`config.mk`:
```
export PLATFORM = sky130hd
export DESIGN_NAME = pre_if_stage_flat
export DESIGN_NICKNAME = d
export VERILOG_FILES = /design/src/rtl/pre_if_stage_pkg.sv /design/src/rtl/pre_if_stage_if.sv /design/src/rtl/fetch_outstanding_cnt.sv /design/src/rtl/pre_if_stage.sv /design/src/flat_wrapper.sv
export SDC_FILE = /design/constraint.sdc
export NUM_CORES = 1
export LEC_CHECK = 0
export CAP_MARGIN = 0
export CORE_UTILIZATION = 30
export DETAILED_ROUTE_END_ITERATION = 12
export GPL_TIMING_DRIVEN = 0
export PLACE_DENSITY_LB_ADDON = 0.1
export SKIP_LAST_GASP = 1
export SYNTH_ARGS = -nofsm -noshare
export SYNTH_HDL_FRONTEND = slang
export SYNTH_SLANG_ARGS = --single-unit
```
`constraint.sdc`:
```
create_clock -name clk -period 3.4 [get_ports clk]
set_input_delay 0.51 -clock clk [delete_from_list [all_inputs] [get_ports clk]]
set_output_delay 0.51 -clock clk [all_outputs]
set_load 0.05 [all_outputs]
```
`src/rtl/pre_if_stage_pkg.sv`:
```
// pre_if_stage_pkg: shared widths, constants, bus layouts and helpers for the pre-IF fetch stage
package pre_if_stage_pkg;
  localparam int PREIF_TO_IF_LEN = 81;
  localparam int BR_BUS_LEN = 34;
  localparam logic [5:0] ECODE_ADEF = 6'h08;
  localparam logic [31:0] RESET_PC_DEF = 32'h1C00_0000;
  localparam logic [3:0] MAX_OUT_DEF = 4'd2;
  typedef struct packed {
    logic [31:0] target;
    logic        taken;
    logic        cancel;
  } br_bus_t;
  typedef struct packed {
    logic [31:0] nextpc;
    logic        ex;
    logic [14:0] ex_code;
    logic [31:0] ex_vaddr;
    logic        refetch;
  } preif_bus_t;
  function automatic logic [31:0] word_align(input logic [31:0] a);
    return {a[31:2], 2'b00};
  endfunction
endpackage

```
`src/rtl/pre_if_stage_if.sv`:
```
// pre_if_stage_if: instruction SRAM request/response bus
interface pre_if_stage_if;
  logic        inst_sram_req;
  logic        inst_sram_wr;
  logic [1:0]  inst_sram_size;
  logic [3:0]  inst_sram_wstrb;
  logic [31:0] inst_sram_addr;
  logic [31:0] inst_sram_wdata;
  logic        inst_sram_addr_ok;
  logic        inst_sram_data_ok;
  modport master (
    output inst_sram_req, inst_sram_wr, inst_sram_size, inst_sram_wstrb, inst_sram_addr, inst_sram_wdata,
    input  inst_sram_addr_ok, inst_sram_data_ok
  );
  modport slave (
    input  inst_sram_req, inst_sram_wr, inst_sram_size, inst_sram_wstrb, inst_sram_addr, inst_sram_wdata,
    output inst_sram_addr_ok, inst_sram_data_ok
  );
endinterface

```
`src/rtl/fetch_outstanding_cnt.sv`:
```
// fetch_outstanding_cnt: saturating up/down count of accepted-but-not-returned fetches with a limit flag
module fetch_outstanding_cnt #(
  parameter logic [3:0] MAX = 4'd2
) (
  input  logic       clk,
  input  logic       resetn,
  input  logic       inc_i,
  input  logic       dec_i,
  output logic [3:0] cnt_o,
  output logic       full_o
);
  logic [3:0] cnt_q, cnt_d;
  logic up, dn;
  // next count: simultaneous inc and dec cancel; never wraps past 0 or MAX
  always_comb begin
    up = inc_i && (cnt_q < MAX);
    dn = dec_i && (cnt_q != 4'd0);
    cnt_d = (up && !dn) ? cnt_q + 4'd1 : (dn && !up) ? cnt_q - 4'd1 : cnt_q;
  end
  // count register
  always_ff @(posedge clk or negedge resetn)
    if (!resetn) cnt_q <= 4'd0;
    else cnt_q <= cnt_d;
  assign cnt_o = cnt_q;
  assign full_o = cnt_q >= MAX;
  no_return_underflow: assert property (@(posedge clk) disable iff (!resetn) !(dec_i && cnt_q == 4'd0));
endmodule

```
`src/rtl/pre_if_stage.sv`:
```
// pre_if_stage: selects the next fetch PC, issues instruction SRAM requests and forwards PC/ADEF info to IF
module pre_if_stage
  import pre_if_stage_pkg::*;
#(
  parameter logic [31:0] RESET_PC = RESET_PC_DEF,
  parameter logic [3:0]  MAX_OUTSTANDING = MAX_OUT_DEF
) (
  input  logic                       clk,
  input  logic                       resetn,
  input  logic [BR_BUS_LEN-1:0]      BR_BUS,
  input  logic                       IF_allowin,
  input  logic                       ertn_flush,
  input  logic                       wb_ex,
  input  logic                       wb_refetch,
  input  logic [31:0]                ex_entry,
  input  logic [31:0]                era_pc,
  input  logic [31:0]                refetch_pc,
  pre_if_stage_if.master             sram,
  output logic                       preIF_to_IF_valid,
  output logic [PREIF_TO_IF_LEN-1:0] preIF_to_IF_BUS,
  output logic [3:0]                 IO_cnt
);
  br_bus_t br;
  preif_bus_t bus;
  logic [31:0] seq_pc_q, seq_pc_d, pend_pc_q, pend_pc_d, fetch_pc, target;
  logic pend_valid_q, pend_valid_d, redir_now, fire, full, adef, unused_cancel;
  assign br = br_bus_t'(BR_BUS);
  assign unused_cancel = br.cancel;
  fetch_outstanding_cnt #(.MAX(MAX_OUTSTANDING)) u_cnt (
    .clk(clk), .resetn(resetn), .inc_i(fire), .dec_i(sram.inst_sram_data_ok), .cnt_o(IO_cnt), .full_o(full)
  );
  // redirect selection, request/fire and next PC state; a redirect is always parked in pend_pc first
  always_comb begin
    redir_now = wb_ex || ertn_flush || wb_refetch || br.taken;
    target = wb_ex ? ex_entry : ertn_flush ? era_pc : wb_refetch ? refetch_pc : br.target;
    fetch_pc = pend_valid_q ? pend_pc_q : seq_pc_q;
    adef = fetch_pc[1:0] != 2'b00;
    sram.inst_sram_req = resetn && IF_allowin && !redir_now && !full;
    fire = sram.inst_sram_req && sram.inst_sram_addr_ok;
    pend_valid_d = redir_now ? 1'b1 : fire ? 1'b0 : pend_valid_q;
    pend_pc_d = redir_now ? target : pend_pc_q;
    seq_pc_d = fire ? fetch_pc + 32'd4 : seq_pc_q;
    bus.nextpc = fetch_pc;
    bus.ex = adef;
    bus.ex_code = adef ? {ECODE_ADEF, 9'h000} : 15'h0;
    bus.ex_vaddr = adef ? fetch_pc : 32'h0;
    bus.refetch = 1'b0;
  end
  // PC and pending-redirect registers
  always_ff @(posedge clk or negedge resetn)
    if (!resetn) begin
      seq_pc_q <= RESET_PC;
      pend_valid_q <= 1'b0;
      pend_pc_q <= 32'h0;
    end else begin
      seq_pc_q <= seq_pc_d;
      pend_valid_q <= pend_valid_d;
      pend_pc_q <= pend_pc_d;
    end
  assign sram.inst_sram_wr = 1'b0;
  assign sram.inst_sram_size = 2'b10;
  assign sram.inst_sram_wstrb = 4'h0;
  assign sram.inst_sram_wdata = 32'h0;
  assign sram.inst_sram_addr = resetn ? word_align(fetch_pc) : 32'h0;
  assign preIF_to_IF_valid = fire;
  assign preIF_to_IF_BUS = resetn ? bus : '0;
endmodule
```
`src/flat_wrapper.sv`:
```
// flat-port wrapper written by rule: the top's interface ports become plain ports
module pre_if_stage_flat import pre_if_stage_pkg::*;
#(
  parameter logic [31:0] RESET_PC = RESET_PC_DEF,
  parameter logic [3:0]  MAX_OUTSTANDING = MAX_OUT_DEF
)
  (clk, resetn, BR_BUS, IF_allowin, ertn_flush, wb_ex, wb_refetch, ex_entry, era_pc, refetch_pc, preIF_to_IF_valid, preIF_to_IF_BUS, IO_cnt, sram_inst_sram_req, sram_inst_sram_wr, sram_inst_sram_size, sram_inst_sram_wstrb, sram_inst_sram_addr, sram_inst_sram_wdata, sram_inst_sram_addr_ok, sram_inst_sram_data_ok);
  pre_if_stage_if sram_i ();
  input  logic clk;
  input  logic resetn;
  input  logic [BR_BUS_LEN-1:0] BR_BUS;
  input  logic IF_allowin;
  input  logic ertn_flush;
  input  logic wb_ex;
  input  logic wb_refetch;
  input  logic [31:0] ex_entry;
  input  logic [31:0] era_pc;
  input  logic [31:0] refetch_pc;
  output logic preIF_to_IF_valid;
  output logic [PREIF_TO_IF_LEN-1:0] preIF_to_IF_BUS;
  output logic [3:0] IO_cnt;
  output wire logic [$bits(sram_i.inst_sram_req)-1:0] sram_inst_sram_req;
  output wire logic [$bits(sram_i.inst_sram_wr)-1:0] sram_inst_sram_wr;
  output wire logic [$bits(sram_i.inst_sram_size)-1:0] sram_inst_sram_size;
  output wire logic [$bits(sram_i.inst_sram_wstrb)-1:0] sram_inst_sram_wstrb;
  output wire logic [$bits(sram_i.inst_sram_addr)-1:0] sram_inst_sram_addr;
  output wire logic [$bits(sram_i.inst_sram_wdata)-1:0] sram_inst_sram_wdata;
  input wire logic [$bits(sram_i.inst_sram_addr_ok)-1:0] sram_inst_sram_addr_ok;
  input wire logic [$bits(sram_i.inst_sram_data_ok)-1:0] sram_inst_sram_data_ok;
  assign sram_inst_sram_req = sram_i.inst_sram_req;
  assign sram_inst_sram_wr = sram_i.inst_sram_wr;
  assign sram_inst_sram_size = sram_i.inst_sram_size;
  assign sram_inst_sram_wstrb = sram_i.inst_sram_wstrb;
  assign sram_inst_sram_addr = sram_i.inst_sram_addr;
  assign sram_inst_sram_wdata = sram_i.inst_sram_wdata;
  assign sram_i.inst_sram_addr_ok = sram_inst_sram_addr_ok;
  assign sram_i.inst_sram_data_ok = sram_inst_sram_data_ok;
  pre_if_stage #(.RESET_PC(RESET_PC), .MAX_OUTSTANDING(MAX_OUTSTANDING)) u_core (.clk(clk), .resetn(resetn), .BR_BUS(BR_BUS), .IF_allowin(IF_allowin), .ertn_flush(ertn_flush), .wb_ex(wb_ex), .wb_refetch(wb_refetch), .ex_entry(ex_entry), .era_pc(era_pc), .refetch_pc(refetch_pc), .sram(sram_i), .preIF_to_IF_valid(preIF_to_IF_valid), .preIF_to_IF_BUS(preIF_to_IF_BUS), .IO_cnt(IO_cnt));
endmodule
```
==> results of run 1 <==
## cell usage in the layout, fill, tap and decap left out, types with 4 or more instances in the layout
cell / instances
clkdlybuf4s50_1: 173
nor2_1: 101
buf_4: 91
a21oi_1: 91
nand2_1: 74
dfrtp_1: 63
mux2i_1: 58
conb_1: 56
o21ai_0: 51
nor2b_1: 35
dlygate4sd2_1: 31
clkbuf_1: 26
xnor2_1: 16
xor2_1: 16
nand3_1: 15
buf_2: 14
dlymetal6s2s_1: 14
clkbuf_2: 12
clkbuf_16: 9
inv_1: 8
nor3_1: 8
o211ai_1: 8
mux2_2: 7
nand4_1: 7
and3_1: 6
o22a_1: 6
nand4b_1: 6
a21boi_1: 5
or3_1: 4
and2_1: 4
nor4_1: 4
buf_1: 4
a221o_1: 4
ha_1: 4
clkdlybuf4s15_1: 4
## registers in the layout (all words and copies together) (netlist names)
| register | flops |
|---|---|
| u_core.pend_pc_q | 32 |
| u_core.seq_pc_q | 32 |
| u_core.u_cnt.cnt_o | 4 |
| u_core.pend_valid_q | 1 |
## area by class of cell
cell class	instances	share of cell area [%]
Inverter	8	0.320
Clock buffer	10	2.44
Clock inverter	6	0.426
Buffer	137	9.49
Sequential cell	69	18.5
Tap cell	270	3.60
Multi-Input combinational cell	628	40.3
Timing Repair Buffer	239	24.9
## power by group through the flow
stage / combinational, µW / sequential, µW / clock, µW
2_1_floorplan: 959 / 1150 / 0
3_3_place_gp: 1530 / 1120 / 0
3_5_place_dp: 1550 / 1120 / 0
4_1_cts: 1520 / 1110 / 881
5_1_grt: 1610 / 1130 / 914
6_report: 1510 / 1110 / 870
## what timing repair did
action | in CTS | in global routing
buffers inserted | 1 | 0
setup endpoints to repair | 73 | 35
resized for setup | 67 | 41
pin swaps | 1 | 0
## stage by stage
stage	util, %	total power (µW)	hold WS [ns]	setup slack, ns	TNS (ns)
finish	46.3	3490	0.111	-0.00375	-0.00375
global route	46.3	3660	0.148	-0.0704	-0.0962
CTS	46.3	3510	0.132	-0.155	-0.155
detailed placement	45.1	2670	0.452	-0.596	-15.95
global placement	45.0	2650	0.463	-3.26	-408.79
floorplan	-	2110	0.214	-0.0512	-0.0512
## kinds of logic after synthesis
| family | count (synthesis) |
|---|---|
| other cells | 2 |
| flops | 69 |
| buf+inv | 147 |
| xor+xnor | 32 |
| compound gates | 183 |
| mux | 65 |
| simple gates | 287 |
| fa+ha+maj | 5 |
## routing by layer
metal / part of all wire [%] / GRT usage (%) / vias to the layer above
met4: 1.7 / 6.21 / 0
li1: - / - / 3183
met3: 7.2 / 4.39 / 19
met5: 0 / 0 / -
met1: 44 / 26.2 / 2877
met2: 47 / 34.1 / 245
## worst max-delay path, stage by stage (launching register included)
cell,delay (ns)
dfrtp_1,0.35
buf_6,0.16
buf_6,0.18
buf_2,0.25
buf_2,0.33
clkbuf_4,0.31
nand2_1,0.09
a21boi_1,0.35
buf_4,0.17
clkdlybuf4s15_2,0.35
## worst paths after layout
| check | end | slack, ns |
|---|---|---|
| setup / recovery | sram_inst_sram_addr[17] | -0.004 |
| max in group asynchronous | u_core.seq_pc_q[26] | 2.64 |
| setup reg to reg | u_core.seq_pc_q[26] | 0.19 |
| min in group clk | u_core.seq_pc_q[28] | 0.49 |
| hold reg to reg | u_core.seq_pc_q[28] | 0.49 |
| hold / removal | u_core.seq_pc_q[10] | 0.11 |
==> impl_results.md, run 1 <==
- Final Hold Vio Count: 0
- First-pass GRT wire length: 34.0 mm
- Worst-path clk slew: 0.06 ns
- Post-synth EDFFs: 0
- Clock power share: 25.0%
- Max Clk Rate: 0.294 GHz
- Post-synth top area cell: dfrtp_1
- GRT overflow: 0
- Core Region: 0.0203 mm²
- Synth Area in Compound Gates: 17.4%
- Die span in x: 146 µm
- Tot GR Track Use: 20.4%
- CP Launch Point: u_core.pend_valid_q
- Design area: 0.00940 mm²
- VDD IR-drop max: 0.213 mV
- I/O pin cnt: 296
- Total CTS buffers: 9
- Register area share after synthesis: 27.8%
- RD Place Congestion: 0.858
- Psw: 1460 µW
- Post-synth ARST share: 100%
- Fraction of the mapped netlist area in simple logic gates: 23.6%
- Largest family of logic cells by synthesized area: simple AND/OR/NAND/NOR gates
- Final Max Tran Viols: 0
- Setup Crit Path Kind: reg2out
- Final Cycle Share: 100%
- FILL cells: 2161
- First-pass DRT Iterations: 7
- Clock Latency Late Sink: 0.34 ns
- Clock Skews: 0.00980 ns
- Via count: 6324
- Main synth FF type: dfrtp_1
- Clk buf depth: 2
- Largest cells by area after synthesis: dfrtp_1 (27%), buf_4 (11%), mux2i_1 (9.3%), a21oi_1 (7.3%), nor2_1 (6.1%)
- Synth cell types: 61
- Yosys warnings: 0
- Crit path capture type: output pin
- CP Max Fanout: 10
- Final cell count without fillers: 1367
- I/O Buffers: 237
- Post-synthesis mux area share: 10.6%
- Most common cell in the netlist: nor2_1
- Mapped Avg Cell Area: 7.87 µm²
- Synth-to-Final Area Change: 51.2%
- Slew of the pin with the lowest slew margin: 0.648 ns
- RSZ-0062 raised after global routing: true
- PwrDens: 371 mW/mm²
- Clock sink total: 69
- Adder-Cell Fraction of Synth Area: 1.13%
- Crit path launch type: flip-flop
- Antenna cells: 0
- Footprint of the multi-input gates: 0.00379 mm²
- DIE HEIGHT: 146 µm
- Flops & latches, synth: 69
- Layout Nets: 1235
- WL per Instance: 15.9 µm
- Root Driver: clkbuf_16
- P_leak: 0.00455 µW
- Type of the tightest min-delay check: in2async
- Xor/xnor share of the synthesized area: 4.51%
- Placed Area: 0.00916 mm²
- Final setup viols: 1
- FF-to-FF Start: u_core.pend_valid_q
- DRC: 0
- Detailed Place HPWL: 17.9 mm
- Post-synthesis cell area: 0.00622 mm²
- Seq. cell area: 0.00173 mm²
- Top cells by count, synth: nor2_1 (101), a21oi_1 (91), buf_4 (89), nand2_1 (75), dfrtp_1 (66)
- Sw frac: 41.8%
- Initial Util: 30.6%
- Status: complete, but fails checks
- Failing checks: negative setup slack
- Vias/cell: 4.63
- CTS tree: yes
- Reg2reg path depth: 12
- Initial antenna violation count: 0
- Synthesized instance count: 790
- Largest net degree at the start of global routing: 47
- Hold-fix buffers, CTS: 0
- Htree depth: 3
- Antenna viol nets, final: 0
- Share of cells above drive strength 1: 15.4%
- Die ar.: 0.0213 mm²
- Slew headroom: 56.8%
- Max cap viols: 0
- Flop pwr share: 31.9%
- Placed cell count: 1352
- Minimum clock period: 3.40 ns
- Pint: 2030 µW
- Initial DRC count: 393
- Vias in the first global route: 6191
- Gate power share: 43.2%
- Fin worst setup slack: -0.00375 ns
- Total wire length: 21.7 mm
- Row cnt: 52
- Worst Path Required: 2.89 ns
- WP data arrival: 2.89 ns
- Area share of the largest cell type after synthesis: 26.6%
Power figures use the tool's default switching activity.
==> run 2: changes to the inputs <==
--- a/config.mk
+++ b/config.mk
@@ -11,6 +11,7 @@
 export GPL_TIMING_DRIVEN = 0
 export PLACE_DENSITY_LB_ADDON = 0.1
 export SKIP_LAST_GASP = 1
+export SLEW_MARGIN = 10
 export SYNTH_ARGS = -nofsm -noshare
 export SYNTH_HDL_FRONTEND = slang
 export SYNTH_SLANG_ARGS = --single-unit
==> results of run 2 <==
Same layout as run 1: the final DEF is identical, and so are final timing and power.
==> run 3: changes to the inputs <==
==> constraint.sdc (replaced) <==
create_clock -name clk -period 2.8 [get_ports clk]
set_input_delay 0.42 -clock clk [delete_from_list [all_inputs] [get_ports clk]]
set_output_delay 0.42 -clock clk [all_outputs]
set_load 0.05 [all_outputs]
==> run 3 against run 2 <==
  * The flow now finishes without violations
  * Combinational power up 23%
  * Die area unchanged
  * First-iteration DRC count is 5.1% lower
  * Sequential cell count unchanged
  * Critical path type is now reg2reg
==> impl_results.md, run 3 (synthesis results as in run 1) <==
- Final Cycle Share: 96.8%
- Seq. cell area: 0.00173 mm²
- Gate power share: 43.1%
- Worst Path Required: 3.02 ns
- Cell at the slowest stage of the critical path: dfrtp_2
- Crit path launch type: flip-flop
- Clock Latency Late Sink: 0.33 ns
- Slew of the pin with the lowest slew margin: 0.811 ns
- Core Region: 0.0203 mm²
- Final setup viols: 0
- Footprint of the multi-input gates: 0.00394 mm²
- Final Hold Vio Count: 0
- Most frequent cells in the layout: clkdlybuf4s50_1 (138), buf_4 (97), nor2_1 (90)
- Max Clk Rate: 0.369 GHz
- Total wire length: 22.2 mm
- CTS tree: yes
- Type of the tightest min-delay check: in2async
- Detailed Place HPWL: 17.9 mm
- Antenna cells: 0
- Htree depth: 3
- Layout Nets: 1241
- WL per Instance: 16.2 µm
- Clk buf depth: 2
- Max cap viols: 0
- CP max stage delay: 0.43 ns
- DRC: 0
- Total CTS buffers: 9
- Minimum clock period: 2.71 ns
- First-pass DRT Iterations: 7
- Antenna viol nets, final: 0
- Cell Chain, Critical Path: or3_4, nor3b_4, nand2_4, clkbuf_16, inv_4, ha_4, inv_4, ha_4, a21o_1, a21oi_2, xnor2_1, nor2_1, xor2_1
- Crit path capture type: flip-flop
- Clock Skews: 0.00915 ns
- GRT overflow: 0
- Share of cells above drive strength 1: 23.6%
- Worst-path clk slew: 0.07 ns
- First-pass GRT wire length: 34.5 mm
- Placed Area: 0.00928 mm²
- Root Driver: clkbuf_16
- P_leak: 0.00444 µW
- Clock sink total: 69
- CP Max Fanout: 11
- Tot GR Track Use: 21.0%
- Die span in x: 146 µm
- Initial Util: 30.6%
- Flop pwr share: 31.7%
- Initial DRC count: 373
- Setup TNS: 0 ns
- Vias/cell: 4.66
- Commonest non-fill, non-tap cell in the layout: clkdlybuf4s50_1
- Largest net degree at the start of global routing: 47
- VDD IR-drop max: 0.242 mV
- I/O Buffers: 237
- Design area: 0.00955 mm²
- Vias in the first global route: 6190
- Sw frac: 42.2%
- WP data arrival: 2.93 ns
- Final cell count without fillers: 1373
- RSZ-0062 raised after global routing: false
- Setup Crit Path Kind: reg2reg
- Row cnt: 52
- I/O pin cnt: 296
- Placed cell count: 1352
- FILL cells: 2117
- Clock power share: 25.2%
- Status: complete, no violations
- RD Place Congestion: 0.886
- Synth-to-Final Area Change: 53.7%
- Psw: 1810 µW
- Slew headroom: 45.8%
- Initial antenna violation count: 0
- PwrDens: 449 mW/mm²
- DIE HEIGHT: 146 µm
- Final Util: 47.1%
- Pint: 2480 µW
- Via count: 6399
- Final Max Tran Viols: 0
- Die ar.: 0.0213 mm²
[run 3: metal layers]
layer | up-vias | share of wire [%] | GRT usage, %
met3 | 22 | 7.1 | 4.61
li1 | 3206 | - | -
met4 | 0 | 1.3 | 5.42
met5 | - | 0 | 0
met2 | 266 | 48 | 35.3
met1 | 2905 | 44 | 27.1
[run 3: power groups by stage]
| stage | combinational [µW] | clock [µW] | sequential, µW |
|---|---|---|---|
| floorplan | 1200 | 0 | 1410 |
| global placement | 1890 | 0 | 1370 |
| detailed placement | 1910 | 0 | 1370 |
| CTS | 1860 | 1100 | 1360 |
| global route | 1980 | 1140 | 1380 |
| finish | 1850 | 1080 | 1360 |
[run 3: per-stage QoR]
step	worst slack [ns]	power, µW	hold WS, ns
5_1_grt	0.00897	4500	0.0976
3_5_place_dp	-0.825	3280	0.354
2_1_floorplan	-0.343	2610	0.124
3_3_place_gp	-3.36	3260	0.468
4_1_cts	-0.275	4320	0.0862
6_report	0.0907	4290	0.0789
[run 3: critical path, delay by kind of cell, from the launching register on]
kind | cells | cell delay, ns
AO/OA/AOI/OAI | 2 | 0.31
XOR/XNOR | 2 | 0.27
adder cells (fa/ha/maj) | 2 | 0.35
buffers and inverters | 3 | 0.33
flip-flops | 1 | 0.43
AND/OR/NAND/NOR | 4 | 0.91
[run 3: final cells by class]
cell class              count  share of cell area (%)
plain buffers             137                    10.2
clock buffers              10                    2.40
clock inverters             6                   0.485
inverters                   8                   0.445
multi-input cells         628                    41.2
flip-flops and latches     69                    18.2
well taps                 270                    3.54
repair buffers            245                    23.6
[run 3: final timing paths]
kind,slack [ns],startpoint,cells past startpoint,to
min,0.08,resetn,2,u_core.seq_pc_q[9]
max,0.09,u_core.u_cnt.cnt_o[2],13,u_core.u_cnt.cnt_o[3]
min in group clk,0.47,u_core.u_cnt.cnt_o[3],1,u_core.u_cnt.cnt_o[3]
max in group asynchronous,1.52,resetn,2,u_core.pend_pc_q[2]
max reg2reg,0.09,u_core.u_cnt.cnt_o[2],13,u_core.u_cnt.cnt_o[3]
min reg2reg,0.47,u_core.u_cnt.cnt_o[3],1,u_core.u_cnt.cnt_o[3]
[run 3: timing repair]
| action | 4_1_cts | 5_1_grt |
|---|---|---|
| hold buffers | 2 | 0 |
| endpoints found under the hold margin | 17 | 0 |
| pin swaps | 3 | 6 |
| setup buffers | 5 | 0 |
| setup endpoints to repair | 110 | 69 |
| gates resized for setup | 246 | 60 |
